## src/rtl/bcd_clock_core.sv

```systemverilog
// Synchronous BCD time-of-day counter with 12/24 h modes, optional external PPS, validated load.
// Latency: TIME and strobes update 1 cycle after the internal tick; EXT_PPS pin to TICK is 3 cycles.
// Backpressure: none; a tick while RUN=0 or coincident with a valid load is dropped, never queued.
module bcd_clock_core #(
  parameter int CLK_HZ      = 12000000,
  parameter int FAST_DIV    = 1000,
  parameter int HOUR_24     = 1,
  parameter int USE_EXT_PPS = 0
) (
  input  logic        clk_i,
  input  logic        rst_ni,
  input  logic        ext_pps_i,
  input  logic        run_i,
  input  logic        fast_i,
  input  logic        load_i,
  input  logic [23:0] load_time_i,
  input  logic        load_pm_i,
  output logic [23:0] time_o,
  output logic        pm_o,
  output logic        tick_o,
  output logic        min_evt_o,
  output logic        hour_evt_o,
  output logic        noon_mid_o,
  output logic        load_ack_o,
  output logic        load_err_o
);

  localparam int FAST_TERM = ((CLK_HZ / FAST_DIV) < 1) ? 1 : (CLK_HZ / FAST_DIV);
  localparam int CW        = ($clog2(CLK_HZ) > 0) ? $clog2(CLK_HZ) : 1;
  localparam logic [CW-1:0] NORM_MAX = CW'(CLK_HZ - 1);
  localparam logic [CW-1:0] FAST_MAX = CW'(FAST_TERM - 1);
  localparam logic [23:0]   RST_TIME = (HOUR_24 != 0) ? 24'h000000 : 24'h120000;

  logic [23:0]   time_q;
  logic          pm_q;
  logic [CW-1:0] presc_q, presc_d;
  logic          fast_q;
  logic          pps_s1_q, pps_s2_q, pps_s3_q;
  logic          tick_q, min_evt_q, hour_evt_q, ack_q, err_q;

  // Current digits
  logic [3:0] h1, h0, m1, m0, s1, s0;
  assign {h1, h0, m1, m0, s1, s0} = time_q;

  // Load-request digits
  logic [3:0] l_h1, l_h0, l_m1, l_m0, l_s1, l_s0;
  assign {l_h1, l_h0, l_m1, l_m0, l_s1, l_s0} = load_time_i;

  logic dig_ok, hr_ok, load_valid, load_bad;
  logic use_ext, fast_chg, int_tick, ext_tick, src_tick, adv;
  logic [CW-1:0] presc_max;

  // Load validation: all digits decimal, minutes/seconds tens <= 5, hours in range for the mode
  always_comb begin
    dig_ok = (l_h1 <= 4'd9) && (l_h0 <= 4'd9) && (l_m1 <= 4'd5) &&
             (l_m0 <= 4'd9) && (l_s1 <= 4'd5) && (l_s0 <= 4'd9);
    if (HOUR_24 != 0) hr_ok = (load_time_i[23:16] <= 8'h23);
    else              hr_ok = ((l_h1 == 4'd0) && (l_h0 != 4'd0)) ||
                              ((l_h1 == 4'd1) && (l_h0 <= 4'd2));
    load_valid = load_i && dig_ok && hr_ok;
    load_bad   = load_i && !load_valid;
  end

  // Tick source selection; FAST always uses the internal divisor even in PPS mode
  always_comb begin
    use_ext   = (USE_EXT_PPS != 0) && !fast_i;
    fast_chg  = fast_i ^ fast_q;
    presc_max = fast_i ? FAST_MAX : NORM_MAX;
    int_tick  = run_i && !use_ext && !fast_chg && (presc_q == presc_max);
    ext_tick  = pps_s2_q && !pps_s3_q;
    src_tick  = use_ext ? ext_tick : int_tick;
    adv       = src_tick && run_i && !load_valid;
    if (load_valid || !run_i || use_ext || fast_chg || (presc_q >= presc_max))
      presc_d = '0;
    else
      presc_d = presc_q + CW'(1);
  end

  logic       wrap_s0, wrap_s1, wrap_m0, wrap_m1;
  logic [3:0] n_s0, n_s1, n_m0, n_m1;
  logic [7:0] n_hr;
  logic       n_pm;

  // Next time value for one-second advance, with ripple carries between digits
  always_comb begin
    wrap_s0 = (s0 == 4'd9);
    wrap_s1 = wrap_s0 && (s1 == 4'd5);
    wrap_m0 = wrap_s1 && (m0 == 4'd9);
    wrap_m1 = wrap_m0 && (m1 == 4'd5);
    n_s0 = wrap_s0 ? 4'd0 : s0 + 4'd1;
    n_s1 = wrap_s0 ? ((s1 == 4'd5) ? 4'd0 : s1 + 4'd1) : s1;
    n_m0 = wrap_s1 ? ((m0 == 4'd9) ? 4'd0 : m0 + 4'd1) : m0;
    n_m1 = wrap_m0 ? ((m1 == 4'd5) ? 4'd0 : m1 + 4'd1) : m1;
    n_hr = {h1, h0};
    n_pm = pm_q;
    if (wrap_m1) begin
      if ((HOUR_24 != 0) && ({h1, h0} == 8'h23)) begin
        n_hr = 8'h00;
      end else if ((HOUR_24 == 0) && ({h1, h0} == 8'h11)) begin
        n_hr = 8'h12;
        n_pm = !pm_q;
      end else if ((HOUR_24 == 0) && ({h1, h0} == 8'h12)) begin
        n_hr = 8'h01;
      end else if (h0 == 4'd9) begin
        n_hr = {h1 + 4'd1, 4'd0};
      end else begin
        n_hr = {h1, h0 + 4'd1};
      end
    end
  end

  // State, synchroniser and registered strobes
  always_ff @(posedge clk_i or negedge rst_ni) begin
    if (!rst_ni) begin
      time_q     <= RST_TIME;
      pm_q       <= 1'b0;
      presc_q    <= '0;
      fast_q     <= 1'b0;
      pps_s1_q   <= 1'b0;
      pps_s2_q   <= 1'b0;
      pps_s3_q   <= 1'b0;
      tick_q     <= 1'b0;
      min_evt_q  <= 1'b0;
      hour_evt_q <= 1'b0;
      ack_q      <= 1'b0;
      err_q      <= 1'b0;
    end else begin
      pps_s1_q   <= ext_pps_i;
      pps_s2_q   <= pps_s1_q;
      pps_s3_q   <= pps_s2_q;
      fast_q     <= fast_i;
      presc_q    <= presc_d;
      tick_q     <= adv;
      min_evt_q  <= adv && wrap_s1;
      hour_evt_q <= adv && wrap_m1;
      ack_q      <= load_valid;
      err_q      <= load_bad;
      if (load_valid) begin
        time_q <= load_time_i;
        pm_q   <= (HOUR_24 != 0) ? 1'b0 : load_pm_i;
      end else if (adv) begin
        time_q <= {n_hr, n_m1, n_m0, n_s1, n_s0};
        pm_q   <= n_pm;
      end
    end
  end

  assign time_o     = time_q;
  assign pm_o       = pm_q;
  assign tick_o     = tick_q;
  assign min_evt_o  = min_evt_q;
  assign hour_evt_o = hour_evt_q;
  assign load_ack_o = ack_q;
  assign load_err_o = err_q;
  assign noon_mid_o = (m1 == 4'd0) && (m0 == 4'd0) &&
                      ((HOUR_24 != 0) ? (({h1, h0} == 8'h00) || ({h1, h0} == 8'h12))
                                      : ({h1, h0} == 8'h12));

endmodule
```

## config.mk

```make
export PLATFORM = sky130hd
export DESIGN_NAME = bcd_clock_core
export DESIGN_NICKNAME = d
export VERILOG_FILES = /design/src/rtl/bcd_clock_core.sv
export SDC_FILE = /design/constraint.sdc
export NUM_CORES = 1
export LEC_CHECK = 0
export ABC_AREA = 1
export CAP_MARGIN = 20
export CORE_AREA = 2 2 81 141
export CTS_CLUSTER_SIZE = 40
export DETAILED_ROUTE_END_ITERATION = 12
export DIE_AREA = 0 0 83 143
export PLACE_DENSITY_LB_ADDON = 0.08
export SLEW_MARGIN = 25
export SYNTH_ARGS = -nofsm -noshare
export SYNTH_HDL_FRONTEND = slang
export SYNTH_SLANG_ARGS = --single-unit
```

## constraint.sdc

```tcl
create_clock -name clk_i -period 2.3 [get_ports clk_i]
set_input_delay 0.345 -clock clk_i [delete_from_list [all_inputs] [get_ports clk_i]]
set_output_delay 0.345 -clock clk_i [all_outputs]
set_load 0.05 [all_outputs]
```

### Word-level counts from Yosys, hierarchy flattened

Index checks and enable logic that the tools add are counted.

| cells by class | value |
|---|---|
| add/sub/neg operators | 7 |
| order comparisons | 8 |
| eq/ne operators | 8 |
| muxes and demuxes | 14 |
| bitwise logic cells | 1 |
| reduce and logical (&&, ||, !) cells | 40 |

Operators by type and width:

| cell | number |
|---|---|
| 24-bit 2-to-1 mux | 4 |
| 4-bit 2-to-1 mux | 7 |
| 24-bit by 1-bit adder with 24-bit output, second input constant | 1 |
| 4-bit by 1-bit adder with 4-bit output, second input constant | 6 |
| 24-bit == test | 1 |
| 24-bit greater-or-equal comparator | 1 |
| 8-bit 2-to-1 mux | 3 |
| 1-bit logical AND | 19 |
| 4-bit less-or-equal comparator, second input constant | 4 |
| 4-bit == test, second input constant | 3 |
| 2-bit nonzero test | 5 |
| 4-bit by 3-bit == test with 1-bit output, second input constant | 2 |
| 8-bit by 5-bit == test with 1-bit output, second input constant | 1 |
| 8-bit by 6-bit == test with 1-bit output, second input constant | 1 |
| 4-bit by 3-bit less-or-equal comparator with 1-bit output, second input constant | 2 |
| 8-bit by 6-bit less-or-equal comparator with 1-bit output, second input constant | 1 |
| 4-bit zero test | 2 |
| 8-bit zero test | 1 |
| 2-bit AND reduction | 4 |
| 1-bit logical OR | 4 |
| 1-bit zero test | 3 |
| 3-bit AND reduction | 1 |
| 3-bit nonzero test | 1 |
| 1-bit bitwise XOR | 1 |

| word-level totals | value |
|---|---|
| bits in registers | 54 |
| input port bits | 31 |
| output and inout bits | 31 |
| word-level logic and storage cells | 91 |

### Logic depth before layout (Yosys ltp)

Gate-level depths: netlist of the first run.

| logic depth | value |
|---|---|
| depth after elaboration | 12 |
| mapped depth | 13 |
| gate-level depth less buffers | 13 |

### Worst setup path before layout of the first run

OpenSTA, ideal clock, no wires.

| timing | value |
|---|---|
| kind | reg2out |
| start point | register time_q[20], in the netlist time_o[20] |
| end point | output noon_mid_o |
| arrival time | 3501 ps |
| required time | 1955 ps |
| path slack | -1546 ps |
| stages on the path, launching flop included | 4 |
| path buffers | 0 |
| cells stage by stage | dfrtp_1 ha_1 nand3_1 a2111oi_0 |

| between the ends | value |
|---|---|
| longest elaborated chain between the ends | 3 |
| elaborated cells on any way between the ends | 4 |
| those cells by class | 1 x eq/ne; 3 x reduce/logical |

Ends and longest elaborated chain:

| item | RTL line | text |
|---|---|---|
| from (decl) | 34 | `logic [23:0] time_q;` |
| from (signal assigned) | 139 | `time_q <= load_time_i;` |
| from (signal assigned) | 142 | `time_q <= {n_hr, n_m1, n_m0, n_s1, n_s0};` |
| 8-bit by 5-bit == test with 1-bit output / 8-bit zero test (equally long branches) | -- |  |
| 1-bit logical OR * | 156 | `((HOUR_24 != 0) ? (({h1, h0} == 8'h00) \|\| ({h1, h0} == 8'h12))` |
| 1-bit logical AND * | 155 | `assign noon_mid_o = (m1 == 4'd0) && (m0 == 4'd0) &&` |
| to (decl) | 23 | `output logic noon_mid_o,` |

Every way passes the cells marked *; elsewhere a longest branch is shown, timed or not.

### Worst setup path in the final report of the first run

| timing | value |
|---|---|
| start point | input fast_i |
| end point | register time_q[11], in the netlist time_o[11] |

| between the ends | value |
|---|---|
| longest elaborated chain between the ends | 8 |
| elaborated cells on any way between the ends | 10 |
| those cells by class | 1 x eq/ne; 1 x mux; 1 x bitwise; 7 x reduce/logical |

Ends and longest elaborated chain:

| item | RTL line | text |
|---|---|---|
| from (decl) | 14 | `input logic fast_i,` |
| branches (longest 3 deep; another with 24-bit 2-to-1 mux) | -- |  |
| 1-bit logical AND * | 69 | `int_tick = run_i && !use_ext && !fast_chg && (presc_q == presc_max);` |
| 1-bit logical AND * (2 in series) | 72 | `adv = src_tick && run_i && !load_valid;` |
| 2-bit nonzero test (no source line) * | -- |  |
| 2-bit AND reduction (no source line) * | -- |  |

Mark *: on every way between the ends.
A chain may end at the register's enable or synchronous reset.

==> results of run 1 <==
synth_stat cells, drive strengths merged:
cell / number / area (um^2)
xnor2: 5 / 43.79
a21oi: 6 / 30.03
nor2: 86 / 390.4
nand2: 166 / 645.6
dfrtp: 54 / 1351
nand4: 12 / 75.07
xor2: 16 / 140.1
or2: 1 / 6.260
o211ai: 3 / 22.52
nand2b: 1 / 6.260
clkbuf: 2 / 7.510
nand3b: 2 / 18.77
a2111oi: 1 / 8.760
buf: 7 / 45.04
ha: 15 / 187.7
nor3: 7 / 35.03
a31o: 1 / 8.760
inv: 64 / 240.2
nand3: 44 / 237.7
o21ai: 32 / 182.7
conb: 1 / 3.750
layout make-up:
| cell class | instances | area, um^2 |
|---|---|---|
| Clock inverter | 3 | 45.04 |
| Tap cell | 130 | 162.7 |
| Multi-Input combinational cell | 399 | 2067 |
| Fill cell | 1129 | 5968 |
| Timing Repair Buffer | 75 | 738.2 |
| Inverter | 64 | 240.2 |
| Sequential cell | 54 | 1351 |
| Clock buffer | 5 | 125.1 |
stage by stage:
step	hold WS [ns]	setup WS, ns
2_1_floorplan	0.04941	0.1276
3_3_place_gp	0.3235	-0.1315
6_report	-0.008420	0.1681
4_1_cts	0.01872	0.1360
3_5_place_dp	0.3289	-0.1719
5_1_grt	0.02637	-0.0002056
power by group through the flow:
stage / combinational [mW] / clock (mW) / sequential, mW
global placement: 0.358 / 0 / 1.03
global route: 0.393 / 0.958 / 1.02
CTS: 0.363 / 0.913 / 1.01
finish: 0.358 / 0.883 / 1.01
floorplan: 0.127 / 0 / 1.10
detailed placement: 0.361 / 0 / 1.03
state kept, by name, indices dropped and copies added (netlist names):
register    cells
presc_q        24
time_o         24
fast_q          1
hour_evt_o      1
load_ack_o      1
load_err_o      1
min_evt_o       1
tick_o          1
worst reg2reg max path, stage by stage, from the launching register on:
cell	delay, ns
dfrtp_1	0.45
ha_1	0.25
nand2_2	0.09
nor2_4	0.20
nand2_2	0.09
nor2_4	0.15
nand3_4	0.15
o21ai_4	0.28
inv_2	0.07
nand2_1	0.06
nand2_1	0.05
worst min-delay path by stage:
stage / startpoint / endpoint
2_1_floorplan: rst_ni / fast_q
3_3_place_gp: rst_ni / presc_q[23]
3_5_place_dp: rst_ni / presc_q[23]
4_1_cts: rst_ni / presc_q[23]
5_1_grt: rst_ni / presc_q[16]
6_report: rst_ni / presc_q[23]
placed cells by master, fill, tap and decap left out:
cell             instances
o211ai_1                 3
a31o_2                   1
nand3_1                 42
clkinvlp_4               2
bufinv_16                1
dfrtp_1                 54
nand4_1                 12
nor2_4                   8
o21ai_1                  9
conb_1                   1
nand2b_1                 1
nand3_2                  1
nand3b_2                 1
buf_12                   3
a2111oi_4                1
xor2_1                  16
inv_1                   59
or2_2                    1
clkdlybuf4s50_1         56
clkbuf_16                5
nand3_4                  1
nor2_1                  73
nand2_1                157
nor3_1                   7
o21ai_0                 21
nand2_2                  9
nand3b_1                 1
ha_1                    15
a21oi_1                  6
buf_2                    1
buf_4                   15
o21ai_4                  2
nor2_2                   5
xnor2_1                  5
inv_2                    5
layer usage:
metal	up-vias	GRT usage, %
met5	-	0
met1	1619	17.02
met2	61	36.76
met4	0	7.075
met3	17	2.370
li1	1807	-
logic make-up after synthesis:
| kind of cell | share of synthesized area (%) |
|---|---|
| AND/OR/NAND/NOR | 38.38 |
| other | 0.1017 |
| XOR/XNOR | 4.988 |
| AO/OA/AOI/OAI | 6.854 |
| buffers and inverters | 7.940 |
| flip-flops | 36.65 |
| adder cells (fa/ha/maj) | 5.090 |
what timing repair did:
| action | 4_1_cts | 5_1_grt |
|---|---|---|
| endpoints found under the setup margin | 0 | 5 |
| buffers inserted | 0 | 0 |
| resized for setup | 0 | 2 |
==> impl_metrics.ini, run 1 <==
[power_and_ir_drop]
internal_power_mw = 1.628
pwr-share-seq_pct = 44.9
sw_frac_of_total_pct = 27.61
power_density_nw_per_um2 = 475.6
pwr-share-comb_pct = 15.9
peakVddDrop_mv = 0.2662
power.leakage_nw = 2.133
clkPwrFrac_pct = 39.2
p_sw_mw = 0.6211
power_mw = 2.249

[worst_hold_path]
hp-class = input port to async pin

[setup_path]
rrSetupSlack_ns = 0.34
reg2reg_from = presc_q[0]
max_stage_delay_ns = 0.46
crit_slowest_cell = clkdlybuf4s50_1
rr_worst_depth = 10
startpoint = fast_i
path_cells = clkdlybuf4s50_1, buf_4, inv_2, ha_1, nand3_1, nor2_2, buf_4, nand3_4, o21ai_4, inv_2, nand2_1, nand2_1
critPathTopFamily = buffers and inverters
r2r_end = time_o[11]
cp-end-kind = flip-flop
path_depth = 12
timing.critical_path.buf_inv = 5
cp_max_fo = 9
endpoint = time_o[11]
start_kind = input port
path_class = input port to flip-flop
worstPathRequired_ns = 2.49
arrival_ns = 2.32

[place]
hpwl_mm = 8.212
io_buffers = 58
placed_cell_area_um2 = 4554
dp_cells = 722
place.gp.congestion = 0.8294

[sta]
max_slew_margin_pct = 61.47
final-hold-violation-count = 15
skew_ns = 0.004659
fin_crit_ns = 2.132
hold-worst-slack_ns = -0.008420
setup_viol_count_final = 0
worst_slew_pin_slew_ns = 0.5735
finalCritPeriodShare_pct = 92.69
timing.setup.tns_ns = 0
slew_viol_final = 0
rsz0062_at_grt = yes
max_freq_mhz = 469.1

[cells_and_area]
final_design_area_no_fill_um2 = 4730
drive_gt1_share_pct = 10.33
final_cells = 730
final_util_pct = 44.21
antennaDiodeCount = 0
area_delta_synth_final_pct = 28.27
fin_nets = 645

[die]
die-width_um = 83
rows = 50
core-area_um2 = 10700
die_h_um = 143
pin_count = 62
die-area_um2 = 11870
start_util_pct = 34.47

[yosys]
synth-seq-cells = 54
synth_cell_types = 31
syn_avg_cell_area_um2 = 7.010
syn-cell-area_um2 = 3687
yosysSeqAreaShare_pct = 36.65
synth_nets = 572
netlist_instances = 526
synth_warnings = 0

[clocking]
cts_hold_repair.buffers = 0
clock_sinks = 54
clock_path_buffers = 2
clock_latency_ns = 0.30
cts_tree = built
cts_root_buf = clkbuf_16
clkTransAtPathRegs_ns = 0.07
cts_buffers = 5
htree_levels = 2

[global_route]
grtUsageTotal_pct = 17.71
grt_pass1_vias = 3635
gr-total-overflow = 0
grt_pass1_wl_mm = 16.91
antenna_found_initial = 0
grt_max_degree = 22

[route]
drt_iter0_markers = 103
met1Wirelength_mm = 3.687
vias_per_cell = 4.800
vias = 3504
top_layer_used = met4
wl_met3_um = 274
finalWirelength_mm = 10.14
first_pass_iters = 5
ant_nets = 0
post_drt_wl_per_cell_um = 13.89
wl_met2_mm = 5.859
drc = 0

[job]
maxCapViolations = 0

[status]
status = complete, but fails checks
violations = negative hold slack
Note: power is estimated with default switching activity, not from simulation.
==> run 2, diff against run 1 <==
clock period = 2.05 ns   (was 2.3 ns; I/O delays follow)
==> impl_metrics.ini, run 2 (same netlist as run 1, synthesis figures left out) <==
[power_and_ir_drop]
power_density_nw_per_um2 = 491.2
peakVddDrop_mv = 0.3252
p_sw_mw = 0.6799
clkPwrFrac_pct = 35.4
internal_power_mw = 1.742
power.leakage_nw = 2.205
sw_frac_of_total_pct = 28.07
pwr-share-comb_pct = 17.8
pwr-share-seq_pct = 46.8

[sta]
final-hold-violation-count = 0
max_freq_mhz = 497.6
finalCritPeriodShare_pct = 98.04
rsz0062_at_grt = yes
setup_viol_count_final = 0
skew_ns = 0.005146
timing.setup.tns_ns = 0
hold-worst-slack_ns = 0.01182
worst_slew_pin_slew_ns = 0.5235
slew_viol_final = 0
fin_crit_ns = 2.010
max_slew_margin_pct = 64.99

[clocking]
cts_tree = built
clkTransAtPathRegs_ns = 0.07
clock_sinks = 54
htree_levels = 2
cts_hold_repair.buffers = 0
cts_buffers = 5
clock_latency_ns = 0.29
cts_root_buf = clkbuf_16
clock_path_buffers = 2

[setup_path]
arrival_ns = 1.70
path_cells = inv_2, ha_4, nand3_4, a2111oi_4, clkbuf_16
worstPathRequired_ns = 1.74
start_kind = flip-flop
reg2reg_from = presc_q[21]
rrSetupSlack_ns = 0.17
cp-end-kind = primary output
path_class = flip-flop to primary output
cp_max_fo = 5
crit_slowest_cell = dfrtp_2
r2r_end = presc_q[13]
rr_worst_depth = 10
max_stage_delay_ns = 0.45

[cells_and_area]
final_cells = 740
area_delta_synth_final_pct = 33.73
drive_gt1_share_pct = 15.08
fin_nets = 657
final_common_cell = nand2_1
mostFrequentLayoutCells = 156 x nand2_1, 72 x nor2_1, 55 x clkdlybuf4s50_1
antennaDiodeCount = 0

[die]
core-area_um2 = 10700
rows = 50
die-width_um = 83
pin_count = 62
start_util_pct = 34.47
die_h_um = 143
die-area_um2 = 11870

[worst_hold_path]
hp-class = input port to async pin

[global_route]
grt_pass1_wl_mm = 17.20
grt_pass1_vias = 3689
grtUsageTotal_pct = 18.04
antenna_found_initial = 0
grt_max_degree = 55
gr-total-overflow = 0

[route]
vias_per_cell = 4.909
drt_iter0_markers = 111
first_pass_iters = 4
finalWirelength_mm = 10.50
post_drt_wl_per_cell_um = 14.19
vias = 3633
ant_nets = 0
drc = 0

[job]
maxCapViolations = 0

[place]
place.gp.congestion = 0.8551
dp_cells = 727
hpwl_mm = 8.196
io_buffers = 58

[status]
status = completed
## run 2: worst max-delay path: cells and delay by family (launching register included)
family / cells / cell delay, ns
fa+ha+maj: 1 / 0.13
buf+inv: 2 / 0.33
simple gates: 1 / 0.07
flops: 1 / 0.45
compound gates: 1 / 0.42
## run 2: final cells by class
type / count / area (um^2)
Clock buffer: 6 / 138.9
Fill cell: 1106 / 5767
Multi-Input combinational cell: 399 / 2161
Timing Repair Buffer: 87 / 865.8
Inverter: 64 / 242.7
Tap cell: 130 / 162.7
Sequential cell: 54 / 1360
## run 2: worst max path at each step
stage / from / endpoint / slack, ns
4_1_cts: fast_i / time_o[4] / 0.008
3_3_place_gp: fast_i / presc_q[15] / -0.34
5_1_grt: presc_q[21] / time_o[14] / -0.03
6_report: time_o[20] / noon_mid_o / 0.04
3_5_place_dp: fast_i / presc_q[8] / -0.37
2_1_floorplan: time_o[8] / noon_mid_o / 0.05
## run 2: power by group through the flow
| stage | sequential (mW) | combinational [mW] | clock (mW) |
|---|---|---|---|
| 2_1_floorplan | 1.23 | 0.142 | 0 |
| 3_3_place_gp | 1.15 | 0.415 | 0 |
| 3_5_place_dp | 1.15 | 0.419 | 0 |
| 4_1_cts | 1.13 | 0.423 | 0.882 |
| 5_1_grt | 1.14 | 0.473 | 0.924 |
| 6_report | 1.13 | 0.431 | 0.858 |
## run 2: metrics by stage
step	utilization [%]	worst slack, ns	total power, mW	area [um^2]
CTS	44.74	0.008206	2.437	4786
global route	46.09	-0.02561	2.534	4931
floorplan	-	0.05441	1.372	3709
finish	46.09	0.04017	2.422	4931
global placement	43.18	-0.3353	1.567	4619
detailed placement	43.18	-0.3688	1.571	4619
## run 2: routing by layer
metal	global-route usage [%]	part of all wire, %
met1	18.00	38
met2	36.42	56
met3	2.543	2.9
met4	7.506	3.2
met5	0	0
## run 2: what timing repair did
action | in CTS | in global routing
setup buffers | 1 | 5
cloned | 0 | 1
setup endpoints to repair | 41 | 50
resized for setup | 4 | 29
pin swaps | 1 | 9
==> run 3, diff against run 2 <==
SLEW_MARGIN = 20   (was 25)
==> results of run 3 <==
No change in the layout: final DEF, timing and power equal those of run 2.
